==> src/rtl/fetch_ctrl.sv <==
// fetch_ctrl: instruction-fetch sequencer between the i$ (req/gnt/rvalid) and the re-aligner.
// Define FETCH_PREFETCH_EN for a 2-deep buffer and outstanding window; the default build is 1-deep.
//
// state | meaning
// RESET | in or just released from reset; flush held, no requests
// RUN   | issuing requests and delivering buffered words
// REDIR | one cycle after a redirect; flush pulse, request withdrawn
module fetch_ctrl #(
    parameter logic [31:0] RESET_PC = 32'h0000_0000
) (
    input  logic        clk_i,
    input  logic        rst_ni,
    input  logic        redirect_i,
    input  logic [31:0] redirect_pc_i,
    output logic        req_o,
    output logic [31:0] addr_o,
    input  logic        gnt_i,
    input  logic        rvalid_i,
    input  logic [31:0] rdata_i,
    output logic [31:0] word_o,
    output logic [31:0] word_addr_o,
    output logic        word_valid_o,
    input  logic        word_ready_i,
    output logic        start_hi_o,
    output logic        realign_flush_o
);

`ifdef FETCH_PREFETCH_EN
    localparam int DEPTH = 2;
`else
    localparam int DEPTH = 1;
`endif
    localparam logic [2:0]  DEPTH_C    = 3'(DEPTH);
    localparam logic [31:0] RESET_ADDR = RESET_PC & ~32'h3;

    typedef enum logic [1:0] {
        ST_RESET = 2'd0,
        ST_RUN   = 2'd1,
        ST_REDIR = 2'd2
    } state_e;

    typedef struct packed {
        logic [31:0] data;
        logic [31:0] addr;
        logic        hi;
    } entry_t;

    state_e      state_q, state_d;
    entry_t      buf_q [DEPTH];
    entry_t      buf_d [DEPTH];
    logic [1:0]  count_q, count_d;
    logic [1:0]  out_q, out_d;
    logic [3:0]  drop_q, drop_d;
    logic [31:0] next_addr_q, next_addr_d;
    logic [31:0] resp_addr_q, resp_addr_d;
    logic        pending_hi_q, pending_hi_d;
    logic        req_hold_q, req_hold_d;

    logic        pop;
    logic        fire;
    logic        rsp;
    logic        take;
    logic [2:0]  occ;
    logic [3:0]  inflight;
    logic [1:0]  wr_idx;
    logic [31:0] redirect_addr;

    assign word_valid_o  = (count_q != 2'd0);
    assign word_o        = buf_q[0].data;
    assign word_addr_o   = buf_q[0].addr;
    assign start_hi_o    = buf_q[0].hi;
    assign addr_o        = next_addr_q;

    assign pop           = word_valid_o && word_ready_i;
    assign fire          = req_o && gnt_i;
    assign occ           = {1'b0, out_q} + {1'b0, count_q};
    assign redirect_addr = redirect_pc_i & ~32'h3;

    // rsp: a response that belongs to some in-flight request; take: one that is kept.
    assign rsp      = rvalid_i && ((drop_q != 4'd0) || (out_q != 2'd0));
    assign take     = rvalid_i && (drop_q == 4'd0) && (out_q != 2'd0);
    assign inflight = drop_q + {2'b00, out_q} + {3'b000, fire} - {3'b000, rsp};
    assign wr_idx   = count_q - {1'b0, pop};

    // ---------------------------------------------------------------- FSM
    always_ff @(posedge clk_i) begin
        if (!rst_ni) begin
            state_q <= ST_RESET;
        end else begin
            state_q <= state_d;
        end
    end

    always_comb begin
        state_d = state_q;
        if (redirect_i) begin
            state_d = ST_REDIR;
        end else begin
            unique case (state_q)
                ST_RESET: state_d = ST_RUN;
                ST_RUN:   state_d = ST_RUN;
                ST_REDIR: state_d = ST_RUN;
                default:  state_d = ST_RESET;
            endcase
        end
    end

    // A word leaving this cycle frees its slot, which keeps the 1-word/cycle stream going;
    // an ungranted request is held so a stalled consumer cannot withdraw it.
    always_comb begin
        req_o           = 1'b0;
        realign_flush_o = 1'b1;
        if (state_q == ST_RUN) begin
            realign_flush_o = 1'b0;
            req_o           = req_hold_q || (occ < (DEPTH_C + {2'b00, pop}));
        end
    end

    // ---------------------------------------------------------------- datapath
    always_comb begin
        buf_d        = buf_q;
        count_d      = count_q;
        out_d        = out_q;
        drop_d       = drop_q;
        next_addr_d  = next_addr_q;
        resp_addr_d  = resp_addr_q;
        pending_hi_d = pending_hi_q;
        req_hold_d   = req_hold_q;

        if (redirect_i) begin
            count_d      = 2'd0;
            out_d        = 2'd0;
            drop_d       = inflight;
            next_addr_d  = redirect_addr;
            resp_addr_d  = redirect_addr;
            pending_hi_d = redirect_pc_i[1];
            req_hold_d   = 1'b0;
        end else begin
            if (pop) begin
                for (int i = 0; i < DEPTH - 1; i++) begin
                    buf_d[i] = buf_q[i + 1];
                end
            end
            if (take) begin
                for (int i = 0; i < DEPTH; i++) begin
                    if (2'(i) == wr_idx) begin
                        buf_d[i] = '{data: rdata_i, addr: resp_addr_q, hi: pending_hi_q};
                    end
                end
                resp_addr_d  = resp_addr_q + 32'd4;
                pending_hi_d = 1'b0;
            end
            count_d = count_q - {1'b0, pop} + {1'b0, take};
            out_d   = out_q + {1'b0, fire} - {1'b0, take};
            if (rvalid_i && (drop_q != 4'd0)) begin
                drop_d = drop_q - 4'd1;
            end
            if (fire) begin
                next_addr_d = next_addr_q + 32'd4;
            end
            req_hold_d = req_o && !gnt_i;
        end
    end

    // Responses still in flight at reset are counted into drop_q so they are discarded later.
    always_ff @(posedge clk_i) begin
        if (!rst_ni) begin
            for (int i = 0; i < DEPTH; i++) begin
                buf_q[i] <= '0;
            end
            count_q      <= 2'd0;
            out_q        <= 2'd0;
            drop_q       <= inflight;
            next_addr_q  <= RESET_ADDR;
            resp_addr_q  <= RESET_ADDR;
            pending_hi_q <= RESET_PC[1];
            req_hold_q   <= 1'b0;
        end else begin
            buf_q        <= buf_d;
            count_q      <= count_d;
            out_q        <= out_d;
            drop_q       <= drop_d;
            next_addr_q  <= next_addr_d;
            resp_addr_q  <= resp_addr_d;
            pending_hi_q <= pending_hi_d;
            req_hold_q   <= req_hold_d;
        end
    end

endmodule

==> config.mk <==
export PLATFORM = sky130hd
export DESIGN_NAME = fetch_ctrl
export DESIGN_NICKNAME = d
export VERILOG_FILES = /design/src/rtl/fetch_ctrl.sv
export SDC_FILE = /design/constraint.sdc
export NUM_CORES = 1
export LEC_CHECK = 0
export CAP_MARGIN = 20
export CORE_UTILIZATION = 40
export CTS_CLUSTER_SIZE = 14
export DETAILED_ROUTE_END_ITERATION = 7
export GPL_TIMING_DRIVEN = 0
export PLACE_DENSITY = 0.74
export SYNTH_ARGS = -nofsm -noshare
export SYNTH_HDL_FRONTEND = slang
export SYNTH_SLANG_ARGS = --single-unit
export TNS_END_PERCENT = 5
==> constraint.sdc <==
create_clock -name clk_i -period 6.3 [get_ports clk_i]
set_input_delay 0.945 -clock clk_i [delete_from_list [all_inputs] [get_ports clk_i]]
set_output_delay 0.945 -clock clk_i [all_outputs]
set_load 0.05 [all_outputs]
# After elaboration in Yosys (flattened, before gate mapping)
# Cells that the tools add are included.
word_totals:
  ff_bits: 141
  out_inout_bits: 100
  in_bits: 70
classes:
  addsub: 12
  n_lt_le_gt_ge: 1
  bitwise_logic: 2
  mux: 13
  n_reduce_logical: 21
  n_eq_ne: 3
ops:
  columns: ["operator", "n"]
  rows:
  - ["$mux 32", 4]
  - ["$add 32x3->32 const B", 2]
  - ["$mux 4", 3]
  - ["$reduce_bool 2->1", 4]
  - ["$logic_and 1x1->1", 7]
  - ["$mux 1", 5]
  - ["$add 2x1->2", 2]
  - ["$add 4x1->4", 1]
  - ["$add 4x2->4", 1]
  - ["$logic_not 2->1", 2]
  - ["$logic_not 4->1", 1]
  - ["$reduce_bool 4->1", 1]
  - ["$sub 2x1->2", 2]
  - ["$sub 4x1->4", 1]
  - ["$sub 4x1->4 const B", 1]
  - ["$add 2x2->3", 1]
  - ["$lt 3x2->1", 1]
  - ["$ne 3x1->1 const B", 1]
  - ["$reduce_and 3->1", 1]
  - ["$reduce_or 3->1", 1]
  - ["$add 1x1->2 const A", 1]
  - ["$eq 2x1->1 const B", 1]
  - ["$eq 2x2->1 const B", 1]
  - ["$logic_or 1x1->1", 2]
  - ["4 further kinds", 5]

# Logic depth before layout (Yosys ltp)
logic_depth:
  ltp_word: 11
  depth_mapped: 16
  ltp_nobuf: 15

# Least setup slack after synthesis
# Ideal clock, no wire load.
synth_path:
  path_kind: "register to output"
  from: "register out_q[0]"
  to: "output req_o"
  path_stages_with_launch: 10
  arrival_ps: 2581
  setup_slack_ps: 2774
  required_ps: 5355
  path_cell_list: "dfxtp_1 -> ha_1 -> inv_1 -> fa_1 -> inv_1 -> ha_1 -> nor3b_2 -> a211oi_4 -> buf_6 -> nor2_1"
synth_via:
  elab_chain_len: 4
synth_lines:
  columns: ["item", "line", "rtl"]
  rows:
  - ["start: declaration", "52", "logic [1:0] out_q, out_d;"]
  - ["start signal: assignment", "181", "out_q <= out_d;"]
  - ["$add 2x2->3", "76", "assign occ = {1'b0, out_q} + {1'b0, count_q};"]
  - ["$lt 3x2->1", "115", "req_o = req_hold_q || (occ < (DEPTH_C + {2'b00, pop}));"]
  - ["$logic_or 1x1->1", "115", null]
  - ["$mux 1", "113", "if (state_q == ST_RUN) begin"]
  - ["end: declaration", "15", "output logic req_o,"]
# Every way passes these cells.

# Worst setup path in the final report
# Ends and elaborated chain as after synthesis.

==> results.cfg <==
[run_status]
outcome = finished, violations left
violations = design-rule violations

[setup_path]
path_depth = 10
arrival_ps = 3480
cp-startpoint = out_q[0]
path_cells = ha_1 > inv_1 > fa_1 > inv_1 > ha_1 > nor3b_2 > a211oi_4 > buf_6 > nor2_1 > clkdlybuf4s50_1
cpLargestDelayFamily = buffers and inverters
critPathMaxFanout = 10
reg2regPathDepth = 14
crit-reg2reg-launch = out_q[0]
endpoint_kind = output pin
path_class = reg2out
worstPathBufferInverterCount = 4
max_stage_delay_ps = 810
crit_path_end = req_o
rrSetupSlack_ps = 2480
required_ps = 5350
reg2reg_to = drop_q[2]
start_kind = register
critical_path.slowest_cell = clkdlybuf4s50_1

[placement]
dp.final_hpwl_um = 13590
port_buffers = 163
routabilityCongestion = 0.8568
dpl-instance-area_um2 = 8673
dp_slack_ps = 1998
placed_cells = 1120

[synthesis]
synth_cells = 734
synth_area_um2 = 6755
synth_cell_types = 56
ys_warn_count = 0
synth_top_area_cell = dfxtp_1
synth.top_cell.area_share_pct = 38.82
ys.flop_type = dfxtp_1
async_flop_share_pct = 0
ys_seq_elements = 135
avgSynthCellArea_um2 = 9.203
synth-edff-count = 4
netlist_top_cells_area = dfxtp_1 39%, nand2_1 6.8%, a21boi_2 5.0%
seq_area_frac_synth_pct = 40.60

[drt]
drtAntennaViolNets = 0
viasPerCell = 5.101
drt-wirelength-per-cell_um = 15.67
dr.first_iter.drc_count = 358
drtPass1Iterations = 6
vias = 5866
drc = 2
wl_um = 18020

[global_route]
grt_pass1_wl_um = 28540
gr-total-overflow = 0
grt_max_degree = 17
track_usage_pct = 20.93
grt_antenna_before_repair = 0
grt_pass1_vias = 5567

[timing]
finalClockSkew_ps = 4.452
timing.setup.tns_ps = 0
worst_pin_slew_ps = 811.0
period_share_pct = 70.23
whs_ps = 448.1
setup_viol = 0
period_needed_ps = 4425
fin_ws_ps = 1875
max_freq_mhz = 226.0
slew_headroom_pct = 45.52
slew_viol_final = 0
hold_violations = 0
rsz0062_at_grt = no

[clocking]
cts_sinks = 135
root_buffer = clkbuf_16
cts_setup_buffers = 0
cts.repair.resized = 0
clkLatencyLatePin_ps = 420
path_clk_slew_ps = 60
cts_made_buffers = 17
cts_hold_buf = 0
clock_tree.htree_level_count = 4
clk_path_buf_depth = 2
cts_tree = done

[final_layout]
final_util_pct = 55.63
fin_nets = 1006
syn_to_final_growth_pct = 36.08
mostFrequentLayoutCells = 163 x clkdlybuf4s50_1, 131 x dfxtp_1, 123 x nand2_1, 60 x a21oi_1
nFillCells = 1527
design_area_um2 = 9193
drive_above_1_share_pct = 14.62
instances_no_fill = 1150
diodes = 0
final_common_cell = clkdlybuf4s50_1

[power]
totalPowerFinal_mw = 2.200
power_density_nw_per_um2 = 239.4
vdd_drop_max_mv = 0.2152
p_leak_nw = 3.275

[hold_path]
hold_class = reg2reg

[floorplan]
die_h_um = 132.0
dieArea_um2 = 17410
start_util_pct = 40.88
die_w_um = 132.0
placementRows = 47
pin_count = 170
core_um2 = 16520

[job]
cap_violations = 0
[flip-flops by register name, indices dropped and copies added (netlist names)]
register      count
req_hold_q        1
word_addr_o      30
addr_o           30
state_q           2
count_q           2
word_o           32
drop_q            4
start_hi_o        1
resp_addr_q      30
pending_hi_q      1
out_q             2
[worst min-delay path, stage by stage (launching register included)]
cell	delay (ps)
dfxtp_1	300
nand2_1	50
a21boi_1	50
[cells by family (layout without fill, tap and decap cells)]
kind of cell | after synthesis | in the layout | synth area share, %
muxes | 3 | 3 | 0.4445
AOI/OAI and AO/OA | 169 | 169 | 17.43
xor gates and xnor gates | 64 | 64 | 8.298
and+or+nand+nor | 273 | 273 | 23.63
adders and majority gates | 17 | 17 | 3.482
other | 1 | 4 | 0.05551
buffers and inverters | 72 | 265 | 6.056
DFF | 135 | 135 | 40.60
[layer usage]
metal	global-route usage (%)	share of wire, %
met5	0	0
met4	7.946	1.8
met3	4.421	5.4
met2	33.39	46
met1	27.70	46
[layout make-up]
type / instances / area [um2] / share of cell area, %
Buffer: 47 / 315.3 / 3.430
Tap cell: 220 / 275.3 / 2.994
Multi-Input combinational cell: 530 / 3615 / 39.32
Timing Repair Buffer: 163 / 1632 / 17.75
Clock inverter: 4 / 20.02 / 0.2178
Sequential cell: 135 / 2743 / 29.84
Inverter: 25 / 93.84 / 1.021
Clock buffer: 26 / 499.2 / 5.431
[synth_stat cells, types with 14 or more instances]
cell and count:
inv_1 23, clkbuf_1 24, a21boi_2 30, dfxtp_1 131, a21oi_1 60, xor2_1 30, xnor2_1 34, nand4_1 16
nand2_2 28, a21boi_1 30, nand2_1 123, buf_6 16, nand3_1 18, o21ai_0 34, ha_1 14
[worst min-delay path by stage]
stage                                from  depth (start not counted)              end
after detailed placement       word_o[10]                          2       word_o[10]
final                          word_o[10]                          2       word_o[10]
after global routing      word_addr_o[13]                          2  word_addr_o[13]
after CTS                      word_o[10]                          2       word_o[10]
after floorplan                state_q[1]                          1       state_q[0]
after global placement          word_o[5]                          2        word_o[5]
[power breakdown]
group | internal (mW) | switching (mW) | leakage [nW] | total (mW)
sequential | 0.910 | 0.0467 | 1.11 | 0.957
combinational | 0.163 | 0.195 | 1.90 | 0.358
clock | 0.537 | 0.349 | 0.260 | 0.886
(Power assumes the default switching activity.)
